$ cat src/rtl/tone_gen_pkg.sv
// Shared definitions for the tone generator: pitch table, half-period helper,
// envelope state type and level limit.
package tone_gen_pkg;

  // Equal-tempered pitches C4..B5 in millihertz.
  localparam int F_MHZ [0:23] = '{
    261626, 277183, 293665, 311127, 329628, 349228,
    369994, 391995, 415305, 440000, 466164, 493883,
    523251, 554365, 587330, 622254, 659255, 698456,
    739989, 783991, 830609, 880000, 932328, 987767
  };

  localparam logic [3:0] LEVEL_MAX = 4'd15;

  typedef enum logic [1:0] {
    IDLE    = 2'd0,
    ATTACK  = 2'd1,
    SUSTAIN = 2'd2,
    RELEASE = 2'd3
  } env_state_t;

  // Clock cycles per half period of key k; out-of-table keys get all ones.
  function automatic logic [19:0] half_period(input longint clk_freq, input int k);
    longint q;
    if (k < 0 || k > 23) return '1;
    q = (clk_freq * 64'd500) / longint'(F_MHZ[k]);
    return q[19:0];
  endfunction

endpackage

$ cat src/rtl/tone_env.sv
// Attack/sustain/release envelope: free-running step tick, state machine and
// 4-bit level. Also flags note start and note end for the oscillator.
module tone_env
  import tone_gen_pkg::*;
#(
  parameter int ENV_DIV = 65536
) (
  input  logic       clk,
  input  logic       rst_n,
  input  logic       vpress,
  output logic [3:0] level,
  output logic       playing,
  output logic       start,
  output logic       stop
);

  localparam int TW = (ENV_DIV > 1) ? $clog2(ENV_DIV) : 1;
  localparam logic [TW-1:0] TICK_LAST = TW'(ENV_DIV - 1);

  env_state_t    state;
  logic [TW-1:0] tick_cnt;
  logic          tick;
  logic [3:0]    rel_level;

  assign tick = (tick_cnt == TICK_LAST);

  // Free-running step divider, cleared only by reset.
  always_ff @(posedge clk) begin
    if (!rst_n)    tick_cnt <= '0;
    else if (tick) tick_cnt <= '0;
    else           tick_cnt <= tick_cnt + TW'(1);
  end

  // Release-phase level after this cycle's tick, and note start/end strobes.
  always_comb begin
    rel_level = level;
    if (tick && level != 4'd0) rel_level = level - 4'd1;
    start = (state == IDLE) && vpress;
    stop  = (state == RELEASE) && !vpress && (rel_level == 4'd0);
  end

  // Envelope state machine; a dropped press beats a same-cycle attack tick.
  always_ff @(posedge clk) begin
    if (!rst_n) begin
      state   <= IDLE;
      level   <= 4'd0;
      playing <= 1'b0;
    end else begin
      case (state)
        IDLE: begin
          if (vpress) begin
            state   <= ATTACK;
            playing <= 1'b1;
          end
        end
        ATTACK: begin
          if (!vpress) begin
            state <= RELEASE;
          end else if (level == LEVEL_MAX) begin
            state <= SUSTAIN;
          end else if (tick) begin
            level <= level + 4'd1;
            if (level == LEVEL_MAX - 4'd1) state <= SUSTAIN;
          end
        end
        SUSTAIN: begin
          level <= LEVEL_MAX;
          if (!vpress) state <= RELEASE;
        end
        RELEASE: begin
          level <= rel_level;
          if (vpress) begin
            state <= ATTACK;
          end else if (rel_level == 4'd0) begin
            state   <= IDLE;
            playing <= 1'b0;
          end
        end
        default: begin
          state   <= IDLE;
          level   <= 4'd0;
          playing <= 1'b0;
        end
      endcase
    end
  end

endmodule

$ cat src/rtl/tone_gen.sv
// Key-driven square-wave tone generator with envelope-shaped PWM output.
// Optional octave shift input is enabled by defining TONE_GEN_OCTAVE_EN.
module tone_gen
  import tone_gen_pkg::*;
#(
  parameter int NUM_KEYS = 24,
  parameter int CLK_FREQ = 50000000,
  parameter int ENV_DIV  = 65536
) (
  input  logic       clk,
  input  logic       rst_n,
  input  logic [4:0] key,
  input  logic       press,
`ifdef TONE_GEN_OCTAVE_EN
  input  logic [1:0] octave,
`endif
  output logic       audio_out,
  output logic       playing,
  output logic [3:0] level
);

  localparam logic [5:0] KEY_LIMIT = 6'(NUM_KEYS);

  logic [19:0] hp_rom [0:31];
  logic        vpress;
  logic        env_start;
  logic        env_stop;
  logic        phase;
  logic [19:0] cnt;
  logic [4:0]  cur_key;
  logic [4:0]  pending_key;
  logic [4:0]  cur_key_next;
  logic        phase_edge;
  logic [3:0]  pwm_cnt;
  logic [1:0]  oct_in;
  logic [1:0]  cur_oct_next;

  // Half-period table; unused indices hold all ones and are never selected.
  for (genvar gi = 0; gi < 32; gi++) begin : g_hp
    if (gi < NUM_KEYS) begin : g_valid
      assign hp_rom[gi] = half_period(longint'(CLK_FREQ), gi);
    end else begin : g_pad
      assign hp_rom[gi] = '1;
    end
  end

  assign vpress = press && ({1'b0, key} < KEY_LIMIT);

  tone_env #(
    .ENV_DIV(ENV_DIV)
  ) u_env (
    .clk    (clk),
    .rst_n  (rst_n),
    .vpress (vpress),
    .level  (level),
    .playing(playing),
    .start  (env_start),
    .stop   (env_stop)
  );

`ifdef TONE_GEN_OCTAVE_EN
  logic [1:0] pending_oct;
  logic [1:0] cur_oct;

  assign oct_in       = (octave == 2'd3) ? 2'd2 : octave;
  assign cur_oct_next = phase_edge ? pending_oct : cur_oct;

  // Octave follows the key: captured with it, applied only at a phase edge.
  always_ff @(posedge clk) begin
    if (!rst_n) begin
      pending_oct <= 2'd0;
      cur_oct     <= 2'd0;
    end else begin
      if (vpress) pending_oct <= oct_in;
      if (env_start) cur_oct <= oct_in;
      else           cur_oct <= cur_oct_next;
    end
  end
`else
  assign oct_in       = 2'd0;
  assign cur_oct_next = 2'd0;
`endif

  // The sounding key only changes at a square-wave edge.
  always_comb begin
    phase_edge   = playing && (cnt == 20'd0);
    cur_key_next = phase_edge ? pending_key : cur_key;
  end

  // Half-period counter and square-wave phase.
  always_ff @(posedge clk) begin
    if (!rst_n) begin
      phase       <= 1'b0;
      cnt         <= 20'd0;
      cur_key     <= 5'd0;
      pending_key <= 5'd0;
    end else begin
      if (vpress) pending_key <= key;
      if (env_start) begin
        phase   <= 1'b1;
        cnt     <= (hp_rom[key] >> oct_in) - 20'd1;
        cur_key <= key;
      end else if (env_stop) begin
        phase <= 1'b0;
        cnt   <= 20'd0;
      end else if (phase_edge) begin
        phase   <= ~phase;
        cnt     <= (hp_rom[cur_key_next] >> cur_oct_next) - 20'd1;
        cur_key <= cur_key_next;
      end else if (playing) begin
        cnt <= cnt - 20'd1;
      end
    end
  end

  // PWM: high for `level` of every 16 cycles while the square wave is high.
  always_ff @(posedge clk) begin
    if (!rst_n) begin
      pwm_cnt   <= 4'd0;
      audio_out <= 1'b0;
    end else begin
      pwm_cnt   <= pwm_cnt + 4'd1;
      audio_out <= phase & (pwm_cnt < level);
    end
  end

endmodule

$ cat config.mk
export PLATFORM = sky130hd
export DESIGN_NAME = tone_gen
export DESIGN_NICKNAME = d
export VERILOG_FILES = /design/src/rtl/tone_gen_pkg.sv /design/src/rtl/tone_env.sv /design/src/rtl/tone_gen.sv
export SDC_FILE = /design/constraint.sdc
export NUM_CORES = 1
export LEC_CHECK = 0
export ABC_CLOCK_PERIOD_IN_PS = 10900
export CAP_MARGIN = 30
export CORE_ASPECT_RATIO = 0.9
export CORE_UTILIZATION = 65
export DETAILED_ROUTE_END_ITERATION = 6
export MAX_ROUTING_LAYER = met4
export PLACE_DENSITY = 0.81
export SETUP_SLACK_MARGIN = 0.1
export SLEW_MARGIN = 20
export SYNTH_ARGS = -nofsm -noshare
export SYNTH_HDL_FRONTEND = slang
export SYNTH_SLANG_ARGS = --single-unit
$ cat constraint.sdc
create_clock -name clk -period 10.9 [get_ports clk]
set_input_delay 2.18 -clock clk [delete_from_list [all_inputs] [get_ports clk]]
set_output_delay 2.18 -clock clk [all_outputs]
set_load 0.05 [all_outputs]
==> run summary, run 1 <==
Status = finished, final reports clean
Global-route wire length before repair = 25.6 mm
Die ar. = 8640 µm²
Buf/Inv on CP = 2
Max-cap viol count = 0
Num ports = 14
Synth Area in Compound Gates = 27.1%
Fraction of layout cells with a size suffix above 1 = 6.98%
Final Critical Period = 5530 ps
Cell depth of the worst setup path = 13
# diodes = 0
Tcrit/Tclk final = 50.7%
Critical Path Fanout Max = 15
Worst Path Class, Setup = input port to flop
Post-DR vias/cell = 6.91
Dpl hpwl = 11.5 mm
Crit-path most repeated cell = or3_1
Slew HR = 39.0%
Final Hold Fails = 0
Post-synthesis simple-gate area fraction = 27.5%
RSZ-0062 raised after global routing = false
CP max stage delay = 820 ps
# hold bufs at CTS = 0
F_max = 181 MHz
FF+latch count, synth = 59
Area grow syn2layout = 5.82%
Syn Area/Cell = 7.26 µm²
Largest family of logic cells by synthesized area = simple AND/OR/NAND/NOR gates
Synth async-reset ratio = 0%
R2r startpoint = u_env.playing
Fill cells = 663
CP top delay family = simple AND/OR/NAND/NOR gates
Bufs on Longest Clock Path = 2
Grt ovf = 0
Initial Utilization = 66.9%
Critical Path AT = 5790 ps
Clock Latency Late Sink = 340 ps
YS warnings = 0
End of the worst register-to-register path = cnt[16]
Setup TNS Final = 0 ps
Post-Syn Area = 5370 µm²
Post-Syn Instances = 740
Number of CTS-inserted buffers = 9
Number of global-route vias before repair = 4968
Max-slew violations = 0
Post-synth EDFFs = 0
GRT Total Usage = 38.4%
Root buffer cell = clkbuf_8
# DRC = 0
Critical path origin = key[1]
Clk slew on worst S/H paths = 70 ps
Clock skew = 14.9 ps
Sequential Area = 1180 µm²
Min-Delay Path Class = flop to flop
Dominant cells by area after synthesis = dfxtp_1, ha_1, a21oi_1, nor2_1, o21ai_0
Avg WL per Cell = 19.2 µm
Worst Setup End Kind = flop
Total Wirelength = 15.9 mm
Count leader, synth = nor2_1
Yosys top cell by area = dfxtp_1
Leak = 0.00214 µW
RD Place Congestion = 1.01
Post-synthesis adder-cell area fraction = 6.98%
Prevailing post-synth register cell = dfxtp_1
GRT met2 Usage = 58.6%
Met1 Use GR = 52.0%
Slowest cell on the critical path = clkdlybuf4s50_1
Maximum vdd drop = 0.182 mV
R2r setup slk = 5630 ps
Final ANT Viol Nets = 0
Overall power consumption = 1170 µW
Mapped Nets = 778
Worst path required time = 11170 ps
Drt initial violations = 581
FP Rows = 31
Worst setup path endpoint = cnt[14]
Die height = 88.3 µm
Setup violators final = 0
Met3 usage = 4.66%
CP cell instances = clkdlybuf4s50_1 -> inv_1 -> ha_1 -> or3_1 -> a21oi_1 -> a32oi_1 -> or2_2 -> or3_1 -> nor3_1 -> xnor2_1 -> nand2_1 -> a21o_1 -> a31oi_1
Portion of netlist area occupied by mux cells = 4.28%
Worst-Margin Slew = 912 ps
Cell variety after synth = 78
Nature of the critical path startpoint = input port
Htree depth = 3
Core footprint = 8030 µm²
Sequential share of the synthesized area = 22.0%
R2r worst-path depth = 18
XOR/XNOR share of the synthesized area = 6.52%
Die width = 97.8 µm
Setup bufs post-CTS = 0
Pin count of the biggest net entering global routing = 41
Grt peak-use layer = met2
Via count = 5738
IO buf count = 13
Synth top area share = 22.0%
Clock sinks = 59
Power Density = 206 nW/µm²
Area of the multi-input gates = 3890 µm²
DR pass1 iterations = 5
Nets@finish = 764
Initial antenna violation count = 0
Top cells by instance count after synthesis = nor2_1, a21oi_1, nand2_1
CTS resizes = 0
CTS tree = built
through the flow:
stage	instances	hold WS [ps]	setup slack [ps]	util [%]	area (µm²)
6_report	830	471	5370	70.8	5690
5_1_grt	830	488	5060	70.8	5690
4_1_cts	829	471	5410	70.6	5670
3_5_place_dp	813	452	5070	68.4	5490
3_3_place_gp	813	447	5120	68.4	5490
2_1_floorplan	740	427	5960	-	5370
layer usage:
metal  wire, µm  vias to the layer above
met3       1380                       47
met4        549                        0
met2       7170                      333
li1           -                     2682
met1       6820                     2676
met5          0                        -
area by class of cell:
class	count	share of cell area, %
inverters	30	1.98
clock buffers	11	2.49
clock inverters	5	0.638
well taps	99	2.18
repair buffers	21	3.48
flip-flops and latches	59	20.8
multi-input cells	605	68.5
where the power goes:
part           switching (µW)  internal (µW)
Clock                    95.1           89.1
Combinational             421            243
Sequential               65.3            258
Total                     581            591
placed cells by master (no fill, tap or decap), types with 4 or more instances in the layout:
master           netlist  final
xor2_1                21     21
nand2_1               61     61
mux2_2                 4      4
nand2b_1              11     11
a211oi_1              10     10
o221a_2                4      4
o21ai_0               49     49
dfxtp_1               59     59
nor2_1                83     83
nor2b_1               15     15
a21o_1                 9      9
o31ai_1                7      7
a22oi_1                5      5
or3_1                  6      6
o211ai_1               8      8
nor4_1                 7      7
a31oi_1               17     17
nand3_1               34     34
a21oi_1               63     63
nor3_1                21     21
clkbuf_8               0     10
ha_1                  30     30
inv_1                 28     28
o311ai_0               5      5
xnor2_1               19     19
mux2i_1               14     14
clkdlybuf4s50_1        0     13
buf_4                  0      7
and2_1                11     11
and3_1                 7      7
nand4_1               13     13
worst min-delay path by stage:
stage	from	end	slack (ps)	depth (start not counted)
after floorplan	pwm_cnt[0]	pwm_cnt[0]	430	1
after global placement	pwm_cnt[0]	pwm_cnt[0]	450	1
after detailed placement	pwm_cnt[0]	pwm_cnt[0]	450	1
after CTS	pwm_cnt[0]	pwm_cnt[0]	470	1
after global routing	pwm_cnt[0]	pwm_cnt[0]	490	1
final	pwm_cnt[0]	pwm_cnt[0]	470	1
kinds of logic (layout without fill, tap and decap cells):
logic type                 Yosys count  after routing
adders and majority gates           30             30
muxes                               20             20
AOI/OAI and AO/OA                  222            222
xor gates and xnor gates            40             40
DFF                                 59             59
and+or+nand+nor                    293            293
buffers and inverters               76             67
state kept, by name, indices dropped and copies added, names as in the netlist:
register	count
audio_out	1
cnt	20
cur_key	5
pending_key	5
phase	1
pwm_cnt	4
u_env.level	4
u_env.playing	1
u_env.state	2
u_env.tick_cnt	16
(Power assumes the default switching activity.)
==> inputs of run 2 (changes only) <==
ABC_CLOCK_PERIOD_IN_PS = 5200   (was 10900)
CORE_UTILIZATION = 64   (was 65)
PLACE_DENSITY = 0.8   (was 0.81)
clock period = 5.2 ns   (was 10.9 ns; I/O delays follow)
==> run summary, run 2 (synthesis gave the netlist of run 1 again) <==
# diodes = 0 (unchanged)
Core footprint = 8110 µm² (was 8030 µm²)
Avg WL per Cell = 18.5 µm (was 19.2 µm)
Htree depth = 3 (unchanged)
Clock Latency Late Sink = 340 ps (about the same)
Largest register by flop count = cnt (unchanged)
RSZ-0062 raised after global routing = false (unchanged)
Worst Setup End Kind = flop (unchanged)
Initial antenna violation count = 0 (unchanged)
Total Wirelength = 15.5 mm (was 15.9 mm)
Setup violators final = 0 (unchanged)
Worst-Margin Slew = 804 ps (was 912 ps)
RD Place Congestion = 1.00 (was 1.01)
Critical Path AT = 4830 ps (was 5790 ps)
Post-DR vias/cell = 6.73 (was 6.91)
Nature of the critical path startpoint = flop (was input port)
Die width = 98.6 µm (was 97.8 µm)
CP max stage delay = 610 ps (was 820 ps)
Final Hold Fails = 0 (unchanged)
Number of CTS-inserted buffers = 9 (unchanged)
Leak = 0.00219 µW (was 0.00214 µW)
Nets@finish = 771 (was 764)
Slew HR = 46.2% (was 39.0%)
Grt ovf = 0 (unchanged)
Max reg flops = 20 (unchanged)
GRT Total Usage = 37.3% (was 38.4%)
Fraction of layout cells with a size suffix above 1 = 7.99% (was 6.98%)
Setup bufs post-CTS = 0 (unchanged)
Core Util, Final = 71.0% (was 70.8%)
Sequential Area = 1180 µm² (unchanged)
Highest-count cells in the layout ignoring fill and taps = nor2_1, a21oi_1, nand2_1, dfxtp_1, o21ai_0 (unchanged)
Setup TNS Final = 0 ps (unchanged)
CP cell instances = nor4_1 -> and2_1 -> buf_4 -> nand2_1 -> mux2i_1 -> ha_1 -> nand2_1 -> o21ai_0 -> nor4_1 -> o311ai_0 -> nand2b_1 -> nor3_1 -> nand4_1 -> o41ai_1 -> a21oi_1 (was clkdlybuf4s50_1 -> inv_1 -> ha_1 -> or3_1 -> a21oi_1 -> a32oi_1 -> or2_2 -> or3_1 -> nor3_1 -> xnor2_1 -> nand2_1 -> a21o_1 -> a31oi_1)
IO buf count = 13 (unchanged)
# DRC = 0 (unchanged)
CTS tree = built (unchanged)
# hold bufs at CTS = 0 (unchanged)
Status = finished, final reports clean (unchanged)
Clock sinks = 59 (unchanged)
Num ports = 14 (unchanged)
Largest registers = cnt: 20 flops, u_env.tick_cnt: 16 flops (unchanged)
Initial Utilization = 66.3% (was 66.9%)
DR pass1 iterations = 5 (unchanged)
Worst path required time = 5420 ps (was 11170 ps)
Min-Delay Path Class = flop to flop (unchanged)
Max-slew violations = 0 (unchanged)
CTS resizes = 0 (unchanged)
Clk slew on worst S/H paths = 80 ps (was 70 ps)
Dpl hpwl = 11.5 mm (about the same)
Final ANT Viol Nets = 0 (unchanged)
Final Critical Period = 4610 ps
Area of the multi-input gates = 3890 µm² (unchanged)
Number of global-route vias before repair = 4928 (was 4968)
Die height = 88.9 µm (was 88.3 µm)
Critical Path Fanout Max = 11 (was 15)
WHS = 463 ps (was 471 ps)
Power Density = 432 nW/µm² (was 206 nW/µm²)
Drt initial violations = 427 (was 581)
FP Rows = 31 (unchanged)
Max-cap viol count = 0 (unchanged)
Root buffer cell = clkbuf_8 (unchanged)
Tcrit/Tclk final = 88.7%
F_max = 217 MHz
Die ar. = 8770 µm² (was 8640 µm²)
Area grow syn2layout = 7.15% (was 5.82%)
Clock skew = 11.8 ps (was 14.9 ps)
Maximum vdd drop = 0.357 mV (was 0.182 mV)
Via count = 5637 (was 5738)
Bufs on Longest Clock Path = 2 (unchanged)
Worst Path Class, Setup = flop to flop (was input port to flop)
Pin count of the biggest net entering global routing = 32 (was 41)
Slowest cell on the critical path = o311ai_0 (was clkdlybuf4s50_1)
Commonest non-fill, non-tap cell in the layout = nor2_1 (unchanged)
Global-route wire length before repair = 25.0 mm (was 25.6 mm)
Fill cells = 653 (was 663)
[run 2: cell types whose count changed in the layout (fill, tap and decap cells not counted)]
cell,delta
buf_16,+1
clkinvlp_4,-1
clkbuf_1,-1
inv_6,+2
buf_8,-1
buf_4,+7
[run 2: through the flow]
step           setup WS (ps)  instance area [µm²]  total power (µW)  std cells
6_report                 589                 5760              2490        837
3_5_place_dp             676                 5550              2040        820
4_1_cts                  659                 5730              2450        836
5_1_grt                  279                 5760              2660        837
3_3_place_gp             796                 5550              2020        820
2_1_floorplan            648                 5370              1690        740
[run 2: critical path: cells and delay by family, from the launching register on]
family	cells	cell delay [ps]
flip-flops	1	340
multiplexers	1	510
AO/OA/AOI/OAI	4	1290
buffers and inverters	1	170
adder cells (fa/ha/maj)	1	380
AND/OR/NAND/NOR	8	1790
[run 2: final timing paths]
kind | cells after the start | slack (ps) | endpoint | startpoint
worst max-delay path | 15 | 590 | cnt[19] | cnt[11]
worst max register to register | 15 | 590 | cnt[19] | cnt[11]
worst min register to register | 1 | 460 | pwm_cnt[0] | pwm_cnt[0]
worst min-delay path | 1 | 460 | pwm_cnt[0] | pwm_cnt[0]
[run 2: power breakdown]
part,switching (µW),total (µW),internal [µW]
clock,207,397,190
combinational,891,1420,528
sequential,132,673,541
total,1230,2490,1260
[run 2: routing by layer]
layer	wire [µm]	GRT usage, %	part of all wire, %
met1	6630	48.2	43
met4	494	16.8	3.2
met2	6980	57.8	45
met3	1380	6.49	8.9
met5	0	-	0
[run 2: layout make-up]
cell class              count  share of cell area (%)
multi-input cells         605                    67.6
flip-flops and latches     59                    20.5
repair buffers             28                    4.56
clock buffers              10                    2.39
well taps                  99                    2.15
inverters                  30                    1.96
clock inverters             6                   0.804
